==> config.mk <==
export PLATFORM = sky130hd
export DESIGN_NAME = clock_enable_scheduler
export DESIGN_NICKNAME = d
export VERILOG_FILES = /design/src/rtl/clock_enable_scheduler_pkg.sv /design/src/rtl/clock_enable_scheduler_rr_pick.sv /design/src/rtl/clock_enable_scheduler.sv
export SDC_FILE = /design/constraint.sdc
export NUM_CORES = 1
export LEC_CHECK = 0
export ABC_CLOCK_PERIOD_IN_PS = 2130
export CAP_MARGIN = 20
export CORE_ASPECT_RATIO = 0.7
export CORE_MARGIN = 3
export CORE_UTILIZATION = 30
export CTS_CLUSTER_SIZE = 12
export DETAILED_ROUTE_END_ITERATION = 6
export GPL_ROUTABILITY_DRIVEN = 1
export MAX_ROUTING_LAYER = met4
export PLACE_DENSITY_LB_ADDON = 0.15
export SLEW_MARGIN = 5
export SYNTH_ARGS = -nofsm -noshare
export SYNTH_HDL_FRONTEND = slang
export SYNTH_SLANG_ARGS = --single-unit
==> constraint.sdc <==
create_clock -name clk -period 2.13 [get_ports clk]
set_input_delay 0.426 -clock clk [delete_from_list [all_inputs] [get_ports clk]]
set_output_delay 0.426 -clock clk [all_outputs]
set_load 0.02 [all_outputs]
==> src/rtl/clock_enable_scheduler_pkg.sv <==
// Shared types and helpers for clock_enable_scheduler.
// Contents:
//   state_e   - scheduler FSM states (idle / run / wait)
//   id_width  - requester-id width for a given requester count (minimum 1)
//   ID_W      - id width for the default of four requesters
//   len_slice - extracts one requester's burst-length field from the packed length bus
package clock_enable_scheduler_pkg;

    typedef enum logic [1:0] {
        StIdle,
        StRun,
        StWait
    } state_e;

    localparam int unsigned MAX_N_REQ   = 16;
    localparam int unsigned MAX_LEN_W   = 16;
    localparam int unsigned MAX_LEN_BUS = MAX_N_REQ * MAX_LEN_W;
    localparam int unsigned N_REQ_DEF   = 4;

    // A single requester still needs a 1-bit id, so clamp the width at 1.
    function automatic int unsigned id_width(input int unsigned n);
        return (n <= 2) ? 1 : $clog2(n);
    endfunction

    localparam int unsigned ID_W = id_width(N_REQ_DEF);

    // Bits [idx*len_w +: len_w] of the zero-padded length bus, right-aligned.
    function automatic logic [MAX_LEN_W-1:0] len_slice(
        input logic [MAX_LEN_BUS-1:0] bus,
        input int unsigned            idx,
        input int unsigned            len_w
    );
        logic [MAX_LEN_BUS-1:0] shifted;
        logic [MAX_LEN_W-1:0]   mask;
        shifted = bus >> (idx * len_w);
        mask    = MAX_LEN_W'((32'd1 << len_w) - 32'd1);
        return shifted[MAX_LEN_W-1:0] & mask;
    endfunction

endpackage

==> src/rtl/clock_enable_scheduler_rr_pick.sv <==
// Combinational round-robin picker.
// Ports:
//   req    in  N_REQ  request levels
//   ptr    in  ID_W   highest-priority position; the search starts here and wraps
//   valid  out 1      at least one request is set
//   id     out ID_W   index of the winner
//   onehot out N_REQ  winner as a one-hot vector (all zero when no request is set)
module rr_pick
    import clock_enable_scheduler_pkg::*;
#(
    parameter int unsigned N_REQ = 4
) (
    input  logic [N_REQ-1:0]             req,
    input  logic [id_width(N_REQ)-1:0]   ptr,
    output logic                         valid,
    output logic [id_width(N_REQ)-1:0]   id,
    output logic [N_REQ-1:0]             onehot
);

    localparam int unsigned IdW = id_width(N_REQ);

    logic [IdW-1:0] idx;

    always_comb begin
        valid  = 1'b0;
        id     = '0;
        onehot = '0;
        idx    = '0;
        // Walk from ptr upwards; the first hit (smallest wrapped offset) wins.
        for (int unsigned i = 0; i < N_REQ; i++) begin
            idx = IdW'((32'(ptr) + i) % N_REQ);
            if (req[idx] && !valid) begin
                valid = 1'b1;
                id    = idx;
            end
        end
        if (valid) begin
            onehot[id] = 1'b1;
        end
    end

endmodule

==> src/rtl/clock_enable_scheduler.sv <==
// Grants bursts of clock-enabled cycles on one shared sub-component to N_REQ requesters,
// round-robin, with a forced idle gap after every burst.
// Ports:
//   clk          in  1            clock
//   reset        in  1            synchronous active-high reset
//   io_req       in  N_REQ        request levels, held until done or abort
//   io_len       in  N_REQ*LEN_W  burst length per requester (len+1 enabled cycles)
//   io_grant     out N_REQ        one-hot owner while running
//   io_done      out N_REQ        one-hot pulse on the last cycle of a completed burst
//   io_abort     out N_REQ        one-hot pulse when the owner drops its request
//   io_result    out 1            io_sub_valid on the last burst cycle, else 0
//   io_sub_en    out 1            clock enable to the sub-component
//   io_sub_ready out 1            data-ready to the sub-component (same as io_sub_en)
//   io_sub_valid in  1            status from the sub-component
module clock_enable_scheduler
    import clock_enable_scheduler_pkg::*;
#(
    parameter int unsigned N_REQ = 4,
    parameter int unsigned LEN_W = 4,
    parameter int unsigned GAP   = 1
) (
    input  logic                     clk,
    input  logic                     reset,
    input  logic [N_REQ-1:0]         io_req,
    input  logic [N_REQ*LEN_W-1:0]   io_len,
    output logic [N_REQ-1:0]         io_grant,
    output logic [N_REQ-1:0]         io_done,
    output logic [N_REQ-1:0]         io_abort,
    output logic                     io_result,
    output logic                     io_sub_en,
    output logic                     io_sub_ready,
    input  logic                     io_sub_valid
);

    localparam int unsigned IdW = id_width(N_REQ);
    localparam logic [2:0]  GapLoad = (GAP > 0) ? 3'(GAP - 1) : 3'd0;

    state_e                 state_q, state_d;
    logic [IdW-1:0]         id_q, id_d;
    logic [N_REQ-1:0]       own_q, own_d;
    logic [LEN_W-1:0]       cnt_q, cnt_d;
    logic [2:0]             gap_q, gap_d;
    logic [IdW-1:0]         rr_ptr_q, rr_ptr_d;

    logic                   pick_valid;
    logic [IdW-1:0]         pick_id;
    logic [N_REQ-1:0]       pick_onehot;
    logic [MAX_LEN_BUS-1:0] len_bus;
    logic                   in_run, owner_req, fire, last, drop;
    logic [IdW-1:0]         next_ptr;

    rr_pick #(
        .N_REQ (N_REQ)
    ) u_rr_pick (
        .req    (io_req),
        .ptr    (rr_ptr_q),
        .valid  (pick_valid),
        .id     (pick_id),
        .onehot (pick_onehot)
    );

    // Outputs decode registered state; only the abort gating looks at the live request.
    always_comb begin
        in_run    = (state_q == StRun);
        owner_req = |(io_req & own_q);
        fire      = in_run && owner_req;
        drop      = in_run && !owner_req;
        last      = fire && (cnt_q == '0);

        io_grant     = fire ? own_q : '0;
        io_sub_en    = fire;
        io_sub_ready = fire;
        io_done      = last ? own_q : '0;
        io_abort     = drop ? own_q : '0;
        io_result    = last & io_sub_valid;
    end

    always_comb begin
        len_bus                    = '0;
        len_bus[N_REQ*LEN_W-1:0]   = io_len;
        next_ptr = (id_q == IdW'(N_REQ - 1)) ? '0 : id_q + 1'b1;

        state_d  = state_q;
        id_d     = id_q;
        own_d    = own_q;
        cnt_d    = cnt_q;
        gap_d    = gap_q;
        rr_ptr_d = rr_ptr_q;

        unique case (state_q)
            StIdle: begin
                if (pick_valid) begin
                    state_d = StRun;
                    id_d    = pick_id;
                    own_d   = pick_onehot;
                    cnt_d   = LEN_W'(len_slice(len_bus, 32'(pick_id), LEN_W));
                end
            end
            StRun: begin
                if (drop || last) begin
                    state_d  = (GAP > 0) ? StWait : StIdle;
                    gap_d    = GapLoad;
                    rr_ptr_d = next_ptr;
                end else begin
                    cnt_d = cnt_q - 1'b1;
                end
            end
            StWait: begin
                if (gap_q == '0) begin
                    state_d = StIdle;
                end else begin
                    gap_d = gap_q - 1'b1;
                end
            end
            default: state_d = StIdle;
        endcase
    end

    always_ff @(posedge clk) begin
        if (reset) begin
            state_q  <= StIdle;
            id_q     <= '0;
            own_q    <= '0;
            cnt_q    <= '0;
            gap_q    <= '0;
            rr_ptr_q <= '0;
        end else begin
            state_q  <= state_d;
            id_q     <= id_d;
            own_q    <= own_d;
            cnt_q    <= cnt_d;
            gap_q    <= gap_d;
            rr_ptr_q <= rr_ptr_d;
        end
    end

endmodule

==> results.toml <==
[clocking]
clkLatencyLatePin_ns = 0.25
post-cts-setup-buffers = 0
tritoncts_clock_tree = "done"
clkSlewWorstSetupHoldPaths_ns = 0.06
htree_levels = 1
cts_inserted_buffers = 3
post_cts_hold_buffer_count = 0
clk_path_buf_depth = 2
cts_root_buffer = "sky130_fd_sc_hd__clkbuf_8"
clock-sinks = 17

[sta]
finalWorstPathRequiredPeriod_ns = 1.942
worst_slew_margin_rel_pct = 68.44
report.final.slew_viol_count = 0
timing.fmax_mhz = 514.9
unrepaired_setup_endpoints_after_global_routing = "no"
post-route-period-util_pct = 91.19
worst_hold_slack_ns = 0.5003
clock-skew-final_ns = 0.001944
tightestPinTransition_ns = 0.4725
worst_path_setup_slack_after_routing_ns = 0.1877
timing.final.setup_violations = 0
hold_viol_final = 0

[grt]
global_route.overflow_total = 0
first_global_vias = 1226
grt_pass1_wl_um = 5782
grt.total_usage_pct = 16.06
grt_max_degree = 13
antenna_found_initial = 0

[detailed_routing]
via_count = 1277
drt_first_iter_violations = 31
wl_um = 3640
via_per_inst = 4.988
drt-wirelength-per-cell_um = 14.22
drt_pass1_iterations = 4
drt.antenna.violating_nets = 0
remaining_drc_errors = 0

[finish]
area_growth_pct = 47.36
post-route-util_pct = 48.17
design.final.nets = 235
instances_no_fill = 256
fillers = 384
fraction_of_final_layout_cells_sized_beyond_drive_strength_1_pct = 26.70
antenna_cells = 0

[synth]
yosysSeqAreaShare_pct = 28.19
syn_area_per_cell_um2 = 8.158
yosysTopAreaCellShare_pct = 28.19
postSynthRegisterBits = 17
synth_flop_cell = "sky130_fd_sc_hd__dfxtp_1"
yosysWarnings = 0
netlist-cell-type-count = 46
netlist_instances = 148
async_reset_ff_share_pct = 0
netlist_area_um2 = 1207
syn_nets = 176
library_cell_occupying_the_most_area_in_the_post_synthesis_netlist = "sky130_fd_sc_hd__dfxtp_1"
synth.area.top_cells = "sky130_fd_sc_hd__dfxtp_1 28%, sky130_fd_sc_hd__nor2_1 5.9%, sky130_fd_sc_hd__mux2i_1 5.8%"
synth-edff-count = 0

[place]
place_ws_ns = -0.4610
placement.io_buffers = 37
gp_congestion = 0.8578
post-dp-hpwl_um = 2966
dp.cells = 251

[floorplanning]
design.core.area_um2 = 3694
floorplan.die_area_um2 = 4834
io_pins = 38
die-width_um = 81.83
die_y_um = 59.08
start_util_pct = 32.69
core_rows = 18

[worst_setup_path]
path_class = "flip-flop to output port"
critPathSlowestCell = "sky130_fd_sc_hd__dfxtp_1"
crit_chain = "inv_1, ha_1, and2_1, and3_1, buf_2"
critical_path.max_stage_delay_ns = 0.39
worst-path-buf-inv = 2
critical_path_peak_fanout = 5
critical_path_arrival_ns = 1.52
crit_required_ns = 1.70
setup.worst_path.end_class = "output port"
startpoint_type = "flip-flop"
path_delay_family = "flip-flops"

[pwr]
seq_power_share_pct = 36.2
share_clk_of_total_power_pct = 22.0
power.switching_fraction_pct = 34.98
share_comb_of_total_power_pct = 41.8
peakVddDrop_mv = 0.3993
cellLeakagePower_nw = 0.8272
cell_internal_pwr_mw = 0.7065
power-per-cell-area_nw_per_um2 = 610.8
power_switching_mw = 0.3802

[job]
cap_viol_max_count = 0

[hold_path]
hold_path_class = "flip-flop to flip-flop"

[status]
outcome = "completed"
## worst reg2reg max path, delay by kind of cell (launching register included)
kind | cells | cell delay (ns)
AOI/OAI and AO/OA | 3 | 0.76
DFF | 1 | 0.49
muxes | 2 | 0.47
and+or+nand+nor | 1 | 0.09
## power groups by stage
stage          clock network (mW)  registers [mW]  logic (mW)
5_1_grt                     0.262           0.399       0.498
4_1_cts                     0.247           0.393       0.447
3_5_place_dp                    0           0.398       0.447
3_3_place_gp                    0           0.396       0.434
2_1_floorplan                   0           0.386       0.270
6_report                    0.239           0.394       0.454
## state kept, by name (all words and copies together) (netlist names)
signal / cells
id_q: 2
state_q: 2
cnt_q: 4
own_q: 4
gap_q: 3
rr_ptr_q: 2
## Yosys cell counts, drive strengths merged, types with 2 or more instances
library cell  instances
a211oi                2
a21oi                13
a221oi                2
a22oi                 3
a31oi                 2
and2                  9
and3                  7
buf                   4
clkbuf                3
dfxtp                17
ha                    5
inv                   6
mux2i                 7
nand2                13
nand2b                3
nand3                 2
nor2                 19
nor3                  3
o21ai                 5
o22ai                 2
or3                   2
## through the flow
| stage | total power, mW | TNS [ns] | instance area (um2) |
|---|---|---|---|
| after global routing | 1.159 | 0 | 1779 |
| after detailed placement | 0.8459 | -6.633 | 1754 |
| after CTS | 1.086 | 0 | 1744 |
| after global placement | 0.8304 | -5.985 | 1754 |
| after floorplan | 0.6568 | 0 | 1209 |
| final | 1.087 | 0 | 1779 |
## repair_timing
| item | 4_1_cts | 5_1_grt |
|---|---|---|
| endpoints found under the setup margin | 16 | 14 |
| pin swaps | 2 | 5 |
| gates resized for setup | 57 | 16 |
| gates cloned | 0 | 1 |
## area by class of cell
| class | count | area [um2] | area share (%) |
|---|---|---|---|
| multi-input cells | 118 | 813.3 | 45.71 |
| flip-flops and latches | 17 | 340.3 | 19.13 |
| repair buffers | 61 | 495.5 | 27.85 |
| well taps | 50 | 62.56 | 3.516 |
| inverters | 6 | 22.52 | 1.266 |
| clock buffers | 4 | 45.04 | 2.532 |
## cells by family (layout without fill, tap and decap cells)
logic type	count (synthesis)	count (layout)	synth area share, %
muxes	8	8	6.736
buffers and inverters	13	71	6.735
adders and majority gates	5	5	5.181
AOI/OAI and AO/OA	39	39	25.18
and+or+nand+nor	64	64	26.53
DFF	17	17	28.19
xor gates and xnor gates	2	2	1.451
## worst paths after layout
check	slack, ns	cells past startpoint	to	start
setup / recovery	0.19	5	io_done[3]	cnt_q[0]
hold / removal	0.50	2	id_q[0]	id_q[0]
setup reg to reg	0.22	6	cnt_q[1]	rr_ptr_q[1]
hold reg to reg	0.50	2	id_q[0]	id_q[0]
## layer usage
layer | GRT usage (%) | wire length, um | up-vias
met2 | 25.43 | 1664 | 35
met3 | 3.495 | 232 | 2
li1 | - | - | 644
met4 | 3.791 | 17 | 0
met1 | 20.96 | 1727 | 596
met5 | - | 0 | -
## layout by cell type (no fill, tap or decap), drive strengths merged, types with 2 or more instances in the layout
cell type,netlist,layout
nand2,13,13
mux2i,7,7
o21ai,5,5
a21oi,13,13
nor2,19,19
dlymetal6s2s,0,4
o22ai,2,2
nand2b,3,3
or3,2,2
clkdlybuf4s50,0,18
a211oi,2,2
and3,7,7
buf,4,37
nor3,3,3
inv,6,6
and2,9,9
dfxtp,17,17
ha,5,5
a22oi,3,3
nand3,2,2
a31oi,2,2
clkbuf,3,6
a221oi,2,2
Note: power is estimated with default switching activity, not from simulation.
==> variant: new RTL, same flow settings <==
Re-encode `state_e` (3 states) as one-hot, 3 bits wide.
--- a/src/rtl/clock_enable_scheduler_pkg.sv
+++ b/src/rtl/clock_enable_scheduler_pkg.sv
@@ -6,10 +6,10 @@
 //   len_slice - extracts one requester's burst-length field from the packed length bus
 package clock_enable_scheduler_pkg;
 
-    typedef enum logic [1:0] {
-        StIdle,
-        StRun,
-        StWait
+    typedef enum logic [2:0] {
+        StIdle = 3'b001,
+        StRun  = 3'b010,
+        StWait = 3'b100
     } state_e;
 
     localparam int unsigned MAX_N_REQ   = 16;
Behaviour: same outputs for any inputs over 10 cycles, from zero or initial values and one cycle with reset high; not proved beyond that.
==> variant against the unedited design <==
Wire length grew 7.8%; via count grew 11%; total power grew 22%; highest routed layer unchanged; setup slack lost 0.17 ns; critical path depth grew 1; area after synthesis grew 2.3%; synthesized cell count grew 8.1%; die area grew 2.1%; sequential share of layout area shrank 0.87 points; sequential cell count grew 1; first-iteration DRC count grew 81%; final area grew 12%; count of clock-buffer cells in the layout is the same; largest cell class unchanged.
==> variant: results (changes against the unedited design) <==
buf_share: 0.314  # +0.0351
met3_usage: 0.0452  # +0.0102
worstReg2RegStart: "state_q[1]$_SDFFE_PP0P_"
report.power.total_w: 0.00132  # +22%
seq_share: 0.183  # -0.00866
peakVddDrop_uv: 371  # -7.1%
buffers: 75  # +23%
power.share.combinational: 0.470  # +0.052
synth_compound_area_frac: 0.217  # -0.0350
synth_area_leaders: "dfxtp_1 29%, and2_1 6.6%, a21oi_1 5.7%"
flops_and_latches: 18  # +1
netlist_top_cells_count: "18 x dfxtp_1, 15 x nand2_1, 14 x a21oi_1"
reg_top3: "cnt_q x4, own_q x4"
hpwlAfterDp_mm: 3.10  # +4.6%
clkCellAreaFrac: 0.0277  # +0.00239
place_area_um2: 1900  # +8.6%
ys_seq_area_frac: 0.292  # +0.00993
wl_met1_mm: 1.86  # +7.7%
drive_gt1_frac: 0.328  # +0.0606
synth_xor_area_frac: 0.0284  # +0.0139
cts.htree.levels: 1  # unchanged
synth_mux_area_frac: 0.0243  # -0.0430
worst_path_dominant_cell_family: "simple AND/OR/NAND/NOR gates"
met1_usage: 0.220  # +0.0109
leakagePower_nw: 0.892  # +7.8%
cts_root_buf: "clkbuf_8"
grt_pass1_vias: 1384  # +13%
clock_power_w: 0.000280  # +17%
grt_pass1_wl_mm: 6.31  # +9.1%
nMultiInputCombCells: 129  # +9.3%
place_congestion: 0.867  # +1.0%
min_from: "id_q[1]$_SDFFE_PP0P_"
firstDrtPassIters: 4  # unchanged
fp.coreArea_um2: 3740  # +1.2%
synthAdderAreaFrac: 0.0507  # -0.00115
cts.path.max_buffers: 2  # unchanged
crit_arrival_ns: 1.69  # +0.17 ns
wl_met3_um: 153  # -34%
wl_met2_mm: 1.89  # +13%
status: "completed"
wl_per_cell_um: 13.9  # -2.2%
cts_setup_buffers: 2  # +2
multi_input_area_share: 0.433  # -0.0239
crit_slowest_cell: "or3b_4"
via_per_inst: 5.04  # +1.0%
fillers: 339  # -12%
fin_nets: 261  # +11%
netlist-cell-type-count: 42  # -8.7%
drtIter0Drc: 56  # +81%
slew_headroom: 0.675  # -0.00917
grt_util_all_layers: 0.174  # +0.0134
syn_nets: 188  # +6.8%
grt_max_degree: 15  # +2
critPathLaunch: "cnt_q[1]$_SDFFE_PP0P_"
cts_resized: 59  # +3.5%
met2_usage: 0.279  # +0.0242
fin_worst_skew_ns: 0.00426  # +0.00231 ns
cpPeakStageDelay_ns: 0.38
switching_share: 0.331  # -0.0191
[variant: cell count changes in the layout (fill, tap and decap cells not counted), sizes merged, moves of 3 or more]
cell and change:
o21ai +5, buf +14, nor2 -11, mux2i -4, nand3 +7, nand4 +3
and2 +4, and3 -3
[variant: final timing paths]
| kind | end | slack [ns] | depth (start not counted) |
|---|---|---|---|
| min reg2reg | id_q[1]$_SDFFE_PP0P_ | 0.47 | 2 |
| max reg2reg | cnt_q[2]$_SDFFE_PP0P_ | 0.23 | 8 |
| max | io_done[2] | 0.01 | 6 |
| min | id_q[1]$_SDFFE_PP0P_ | 0.47 | 2 |
[variant: through the flow]
stage               hold WS [ns]  TNS [ns]  setup WS [ns]  std cells  utilization
CTS                        0.468   -0.0192        -0.0192        282        0.523
floorplan                  0.440         0         0.0230        160            -
detailed placement         0.458     -7.21         -0.475        276        0.509
global placement           0.451     -6.32         -0.437        276        0.509
finish                     0.473         0         0.0130        282        0.531
global route               0.487    -0.173        -0.0485        282        0.531
